## config.mk

```make
export PLATFORM = sky130hd
export DESIGN_NAME = fcmp_unit
export DESIGN_NICKNAME = d
export VERILOG_FILES = /design/src/rtl/fcmp_unit.sv
export SDC_FILE = /design/constraint.sdc
export NUM_CORES = 1
export LEC_CHECK = 0
export ABC_AREA = 1
export CAP_MARGIN = 10
export CORE_MARGIN = 10
export CORE_UTILIZATION = 35
export DETAILED_ROUTE_END_ITERATION = 8
export PLACE_DENSITY_LB_ADDON = 0.15
export SETUP_SLACK_MARGIN = 0.2
export SYNTH_ARGS = -nofsm -noshare
export SYNTH_HDL_FRONTEND = slang
export SYNTH_SLANG_ARGS = --single-unit
```

## constraint.sdc

```tcl
create_clock -name clk -period 3.8 [get_ports clk]
set_input_delay 0.57 -clock clk [delete_from_list [all_inputs] [get_ports clk]]
set_output_delay 0.57 -clock clk [all_outputs]
set_load 0.005 [all_outputs]
```

## src/rtl/fcmp_unit.sv

```systemverilog
// fcmp_unit: two-stage pipelined single-precision compare/select unit.
//
// Computes feq/flt/fle (0/1 result, zero-extended) and fmin/fmax (selected operand)
// for requests from the FPU dispatcher. One result per cycle at full throughput.
//
// Ports:
//   clk, rst              clock, synchronous active-high reset
//   req_valid/req_ready   request handshake (req_ready is combinational)
//   req_op                000 feq, 001 flt, 010 fle, 011 fmin, 100 fmax, others reserved
//   req_x1, req_x2        IEEE-754 single operands
//   req_tag               destination tag, returned with the result
//   resp_valid/resp_ready response handshake
//   resp_y, resp_tag      result and its tag, held stable while stalled
module fcmp_unit #(
    parameter int unsigned TAG_W = 5
) (
    input  logic             clk,
    input  logic             rst,
    input  logic             req_valid,
    output logic             req_ready,
    input  logic [2:0]       req_op,
    input  logic [31:0]      req_x1,
    input  logic [31:0]      req_x2,
    input  logic [TAG_W-1:0] req_tag,
    output logic             resp_valid,
    input  logic             resp_ready,
    output logic [31:0]      resp_y,
    output logic [TAG_W-1:0] resp_tag
);

    localparam logic [2:0] OpFeq  = 3'd0;
    localparam logic [2:0] OpFlt  = 3'd1;
    localparam logic [2:0] OpFle  = 3'd2;
    localparam logic [2:0] OpFmin = 3'd3;
    localparam logic [2:0] OpFmax = 3'd4;

    localparam logic [31:0] CanonNan = 32'h7fc00000;
    localparam logic [31:0] NegZero  = 32'h80000000;

    // Stage 1 state
    logic             s1_valid_q;
    logic [2:0]       s1_op_q;
    logic [31:0]      s1_x1_q, s1_x2_q;
    logic [TAG_W-1:0] s1_tag_q;
    logic             s1_nan1_q, s1_nan2_q, s1_zero1_q, s1_zero2_q;
    logic             s1_mag_lt_q, s1_mag_eq_q;

    // Stage 2 state
    logic             s2_valid_q;
    logic [31:0]      s2_y_q, s2_y_d;
    logic [TAG_W-1:0] s2_tag_q;

    logic s1_adv, s2_adv;
    logic nan1_d, nan2_d, zero1_d, zero2_d;

    always_comb begin
        s2_adv  = !s2_valid_q || resp_ready;
        s1_adv  = !s1_valid_q || s2_adv;
        nan1_d  = (req_x1[30:23] == 8'hff) && (req_x1[22:0] != 23'd0);
        nan2_d  = (req_x2[30:23] == 8'hff) && (req_x2[22:0] != 23'd0);
        zero1_d = (req_x1[30:0] == 31'd0);
        zero2_d = (req_x2[30:0] == 31'd0);
    end

    assign req_ready  = s1_adv && !rst;
    // Masked during reset so no stale result is visible in the reset cycle.
    assign resp_valid = s2_valid_q && !rst;
    assign resp_y     = s2_y_q;
    assign resp_tag   = s2_tag_q;

    always_ff @(posedge clk) begin
        if (rst) begin
            s1_valid_q <= 1'b0;
        end else if (s1_adv) begin
            s1_valid_q <= req_valid;
            if (req_valid) begin
                s1_op_q     <= req_op;
                s1_x1_q     <= req_x1;
                s1_x2_q     <= req_x2;
                s1_tag_q    <= req_tag;
                s1_nan1_q   <= nan1_d;
                s1_nan2_q   <= nan2_d;
                s1_zero1_q  <= zero1_d;
                s1_zero2_q  <= zero2_d;
                s1_mag_lt_q <= req_x1[30:0] < req_x2[30:0];
                s1_mag_eq_q <= req_x1[30:0] == req_x2[30:0];
            end
        end
    end

    logic sgn1, sgn2, both_zero, any_nan, lt, eq;

    always_comb begin
        sgn1      = s1_x1_q[31];
        sgn2      = s1_x2_q[31];
        both_zero = s1_zero1_q && s1_zero2_q;
        any_nan   = s1_nan1_q || s1_nan2_q;

        // Sign-magnitude ordering; +0 and -0 compare equal.
        if (both_zero) begin
            lt = 1'b0;
        end else if (sgn1 != sgn2) begin
            lt = sgn1;
        end else if (!sgn1) begin
            lt = s1_mag_lt_q;
        end else begin
            lt = !s1_mag_lt_q && !s1_mag_eq_q;
        end
        eq = both_zero || (s1_mag_eq_q && (sgn1 == sgn2));

        s2_y_d = 32'd0;
        unique case (s1_op_q)
            OpFeq: s2_y_d = {31'd0, !any_nan && eq};
            OpFlt: s2_y_d = {31'd0, !any_nan && lt};
            OpFle: s2_y_d = {31'd0, !any_nan && (lt || eq)};
            OpFmin, OpFmax: begin
                if (s1_nan1_q && s1_nan2_q) begin
                    s2_y_d = CanonNan;
                end else if (s1_nan1_q) begin
                    s2_y_d = s1_x2_q;
                end else if (s1_nan2_q) begin
                    s2_y_d = s1_x1_q;
                end else if (both_zero) begin
                    // fmin prefers -0, fmax prefers +0, independent of operand order.
                    if (s1_op_q == OpFmin) begin
                        s2_y_d = (sgn1 || sgn2) ? NegZero : 32'd0;
                    end else begin
                        s2_y_d = (sgn1 && sgn2) ? NegZero : 32'd0;
                    end
                end else if (s1_op_q == OpFmin) begin
                    s2_y_d = (lt || eq) ? s1_x1_q : s1_x2_q;
                end else begin
                    s2_y_d = lt ? s1_x2_q : s1_x1_q;
                end
            end
            default: s2_y_d = 32'd0;
        endcase
    end

    always_ff @(posedge clk) begin
        if (rst) begin
            s2_valid_q <= 1'b0;
            s2_y_q     <= 32'd0;
            s2_tag_q   <= '0;
        end else if (s2_adv) begin
            s2_valid_q <= s1_valid_q;
            if (s1_valid_q) begin
                s2_y_q   <= s2_y_d;
                s2_tag_q <= s1_tag_q;
            end
        end
    end

endmodule

```

After elaboration in Yosys (flattened, before gate mapping)
Index checks and enable logic that the tools add are counted.
{"block": "word_totals", "memories": 0, "rom_bits": 0, "ff_bits": 117, "ramBits": 0, "output_inout_bits": 39, "latch_bits": 0}
{"block": "classes", "addsub": 0, "reduce_logical": 32, "n_div": 0, "muxes": 14, "bitwise_logic": 1, "mul": 0, "shifts": 0, "order_cmp": 1, "eq_ne": 9}
{"operator": "32-bit two-way mux", "count": 10}
{"operator": "32-bit one-hot mux with 4 select lines", "count": 1}
{"operator": "31-bit logical NOT", "count": 2}
{"operator": "23-bit nonzero test", "count": 2}
{"operator": "31-bit equality test", "count": 1}
{"operator": "31-bit < comparator", "count": 1}
{"operator": "8-bit equality test (second input constant)", "count": 2}
{"operator": "1-bit logical AND", "count": 12}
{"operator": "3-bit by 2-bit equality test with 1-bit output (second input constant)", "count": 2}
{"operator": "1-bit logical NOT", "count": 6}
{"operator": "1-bit logical OR", "count": 6}
{"operator": "3-bit by 1-bit equality test with 1-bit output (second input constant)", "count": 1}
{"operator": "3-bit equality test (second input constant)", "count": 1}
{"operator": "3-bit logical NOT", "count": 1}
{"operator": "1-bit two-way mux", "count": 3}
{"operator": "3-bit AND reduction", "count": 1}
{"operator": "2-bit AND reduction", "count": 1}
{"operator": "2-bit OR reduction", "count": 1}
{"operator": "1-bit equality test", "count": 1}
{"operator": "1-bit != test", "count": 1}
{"operator": "1-bit inverter", "count": 1}

Logic depth before layout (Yosys ltp)
{"block": "logic_depth", "ltp_word": 13, "ltp_mapped": 15}

Worst setup path before layout
OpenSTA, ideal clock, no wires.
{"block": "synth_path", "kind": "input port to flip-flop", "from": "input port rst", "to": "register s1_mag_eq_q, enable pin", "setup_time_ns": 0.432, "arrival_time_ns": 2.496, "required_time_ns": 3.368, "slack_ns": 0.872, "cell_stages": 6, "cell_sequence": "buf_4 inv_1 nand2_1 inv_1 nand2_1 inv_1"}
{"block": "synth_between", "elab_chain_cells": 2}
{"element": "start, declared", "line_no": "18", "source": "input logic rst,"}
{"element": "1-bit inverter (no source line)"}
{"element": "3-bit AND reduction (no source line)"}
{"element": "end signal, assigned", "line_no": "86", "source": "s1_mag_eq_q <= req_x1[30:0] == req_x2[30:0];"}
{"element": "end, declared", "line_no": "46", "source": "logic s1_mag_lt_q, s1_mag_eq_q;"}
Every way passes these cells.
A chain may end at the register's enable or synchronous reset.

Worst setup path after layout
{"block": "layout_path", "from": "register s1_x1_q[31]", "to": "register s2_y_q[22], in the netlist resp_y[22]"}
{"block": "layout_between", "elab_chain_cells": 11, "elab_cells_between_ends": 16, "cone_classes": "2 x eq/ne; 11 x mux; 3 x reduce/logical"}
{"element": "start, declared", "line_no": "43", "source": "logic [31:0] s1_x1_q, s1_x2_q;"}
{"element": "start signal, assigned", "line_no": "78", "source": "s1_x1_q <= req_x1;"}
{"element": "1-bit two-way mux, or another cell as far along", "line_no": "104", "source": "end else if (!sgn1) begin"}
{"element": "1-bit two-way mux / 1-bit logical AND (equally long branches)", "line_no": "102, 109"}
{"element": "1-bit two-way mux / 1-bit logical OR (equally long branches)", "line_no": "100, 109"}
{"element": "1-bit logical OR", "line_no": "131", "source": "s2_y_d = (lt || eq) ? s1_x1_q : s1_x2_q;"}
{"element": "32-bit two-way mux", "line_no": "131"}
{"element": "32-bit two-way mux (*)", "line_no": "130", "source": "end else if (s1_op_q == OpFmin) begin"}
{"element": "32-bit two-way mux (*)", "line_no": "123", "source": "end else if (both_zero) begin"}
{"element": "32-bit two-way mux (*)", "line_no": "121", "source": "end else if (s1_nan2_q) begin"}
{"element": "32-bit two-way mux (*)", "line_no": "119", "source": "end else if (s1_nan1_q) begin"}
{"element": "32-bit two-way mux (*)", "line_no": "117", "source": "if (s1_nan1_q && s1_nan2_q) begin"}
{"element": "32-bit one-hot mux with 4 select lines (*)", "line_no": "112", "source": "unique case (s1_op_q)"}
{"element": "end signal, assigned", "line_no": "148", "source": "s2_y_q <= s2_y_d;"}
{"element": "end, declared", "line_no": "50", "source": "logic [31:0] s2_y_q, s2_y_d;"}
Mark *: on every way between the ends. The rest lies on a longest branch, timed or not.

==> results.toml <==
[sta]
slew_violations = 0
hold_viol = 0
fin_crit_ps = 2660
finClkSkew_ps = 12.0
worst_slew_pin_slew_ps = 767
tns_ps = 0
rsz0062_at_grt = "false"
layout_setup_ws_ps = 1140
setup_viol = 0
period_share_pct = 70.0
slew_headroom_pct = 48.7
fmax_ghz = 0.376

[power]
leakagePower_nw = 3.26
power_mw = 3.51
power.density_mw_per_mm2 = 420
peakVddDrop_mv = 0.283

[clock_tree]
path_clk_slew_ps = 50
tritoncts = "built"
clk_latency_ps = 430
post_cts_resized = 0
cts_buffer_depth = 2
cts_root_buffer = "clkbuf_16"
h-tree-depth = 4
numCtsBuffers = 17
postCtsHoldBufs = 0
post_cts_buffers = 0
clock-sinks = 117

[setup_path]
start_kind = "register"
r2r_start = "s1_x1_q[31]"
cp_top_family = "simple AND/OR/NAND/NOR gates"
cpMostUsedCell = "nand2_1"
worstPathRequired_ps = 4090
crit_type = "reg2reg"
crit_buf_inv = 3
r2r_slack_ps = 1140
crit_chain = "inv_2 -> ha_1 -> inv_2 -> nand2_1 -> nand2_1 -> nand3_2 -> nor2_1 -> buf_4 -> a21oi_1 -> nand3_1 -> nand2_1 -> nand2_1 -> a21oi_1"
critPathMaxStageDelay_ps = 640
crit_arrival_ps = 2950
r2r-end = "resp_y[22]"
worstPathMaxFanout = 12
cp_slowest_cell = "nor2_1"
worst-r2r-cell-count = 13
crit_path_end_kind = "register"

[drt]
vias = 5511
wirelength_um = 18500
drc = 0
ant_nets = 0
wl_per_cell_um = 16.6
drt_pre_antenna_iters = 5
drt_iter0_markers = 511
vias_per_cell = 4.93

[finish]
final_common_cell = "nand2_1"
n_antenna_cell = 0
syn_to_final_growth_pct = 30.8
fin_nets = 985
regArea_mm2 = 0.00312
multi_input_area_mm2 = 0.00273
final_cells = 1118
fin_area_mm2 = 0.00835
drive_gt1_share_pct = 6.75
fillers = 1746
final_cell_mix = "nand2_1, a21oi_1, clkdlybuf4s50_1, inv_1, edfxtp_1"

[place]
gp_congestion = 0.824
pre_cts_ws_ps = 694
dp_hpwl_um = 13700
place_area_mm2 = 0.00772
port_buffers = 114
dp_cells = 1086

[logic_synthesis]
synth-edff-count = 78
async_reset_ff_share_pct = 0
ys_seq_area_share_pct = 48.9
ys_types = 36
synthFlopType = "edfxtp_1"
syn-instance-count = 767
synth_area_mm2 = 0.00638
ys_warn_count = 0
ys_seq_elements = 117
synth_area_per_cell_um2 = 8.32
postSynthNetCount = 876

[global_routing]
grt_pass1_wl_um = 29700
grt_use_met2_pct = 21.5
grt_overflow = 0
globalRouteMet3Util_pct = 4.77
busiest_layer = "met1"
grt_pass1_vias = 5301
gr-usage-met1_pct = 22.3
grt_start_max_net_pins = 79
antenna_found_initial = 0
grt_usage_pct = 15.4

[die]
die_h_um = 155
core-area_mm2 = 0.0180
start_util_pct = 35.5
die_w_um = 155
rows = 49
io_pins = 115
die-area_mm2 = 0.0240

[worst_hold_path]
holdPathStages = 2
min_path_type = "reg2reg"
min-delay-start = "resp_y[5]"
holdPathEnd = "resp_y[5]"

[run]
cap_violations = 0

[status]
outcome = "completed"
worst register-to-register path: stages, from the launching register on:
cell and delay, ps:
edfxtp_1 420, inv_2 130, ha_1 260, inv_2 70
nand2_1 60, nand2_1 90, nand3_2 180, nor2_1 640
buf_4 310, a21oi_1 80, nand3_1 70, nand2_1 50
nand2_1 90, a21oi_1 70
synthesized netlist by cell type (4+ instances only):
master    instances  area share, %
nand2_1         159            9.3
a21oi_1         157             12
inv_1            88            5.2
edfxtp_1         78             37
nor2_1           44            2.6
dfxtp_1          39             12
ha_1             33            6.5
o21ai_0          31            2.4
nand3_1          20            1.6
clkbuf_1         18            1.1
nand4_1          18            1.8
nor4_1           12            1.2
o21ai_1          11           0.86
buf_2             9           0.71
a21oi_2           7           0.96
nor3_1            7           0.55
inv_2             5           0.29
o211ai_1          4           0.47
or2_0             4           0.39
or2_1             4           0.39
stage by stage:
stage | hold slack (ps) | util, %
2_1_floorplan | 447 | -
3_3_place_gp | 452 | 43.0
3_5_place_dp | 454 | 43.0
4_1_cts | 463 | 46.5
5_1_grt | 477 | 46.5
6_report | 461 | 46.5
cells by family (layout without fill, tap and decap cells):
family	after synthesis	after routing	synth area share [%]
buffers and inverters	128	250	8.27
DFF	117	117	48.9
and+or+nand+nor	275	275	18.8
adders and majority gates	33	33	6.47
AOI/OAI and AO/OA	214	214	17.5
state kept, by name, summed over array words and instances (netlist names), 3 cells and up:
name and flops:
s1_x1_q 32, resp_y 32, s1_op_q 3, s1_tag_q 5, s1_x2_q 32, resp_tag 5
routing by layer:
| metal | wire (um) | vias up | part of all wire, % |
|---|---|---|---|
| li1 | - | 2854 | - |
| met1 | 9290 | 2463 | 50 |
| met2 | 7710 | 175 | 42 |
| met3 | 1320 | 19 | 7.1 |
| met4 | 195 | 0 | 1.1 |
| met5 | 0 | - | 0 |
worst max path at each step:
stage	start	depth (start not counted)	endpoint
floorplan	rst	6	s1_mag_eq_q
global placement	req_x2[30]	10	s1_mag_eq_q
detailed placement	req_x2[30]	10	s1_mag_eq_q
CTS	s1_x1_q[31]	13	resp_y[22]
global route	s1_x1_q[31]	13	resp_y[17]
finish	s1_x1_q[31]	13	resp_y[22]
where the power goes:
part           switching, mW  internal, mW  leakage, nW
registers             0.0285          1.42         1.05
logic                  0.243         0.180         1.91
clock network          0.600          1.04        0.302
total                  0.871          2.64         3.26
cell type report:
cell class | count | share of cell area (%)
sequential | 117 | 37.4
clock inverter | 11 | 1.30
clock buffer | 21 | 6.16
timing repair buffer | 124 | 14.7
multi-input combinational | 522 | 32.7
tap | 229 | 3.43
inverter | 94 | 4.23
No activity file was read; power rests on OpenSTA's default activity.
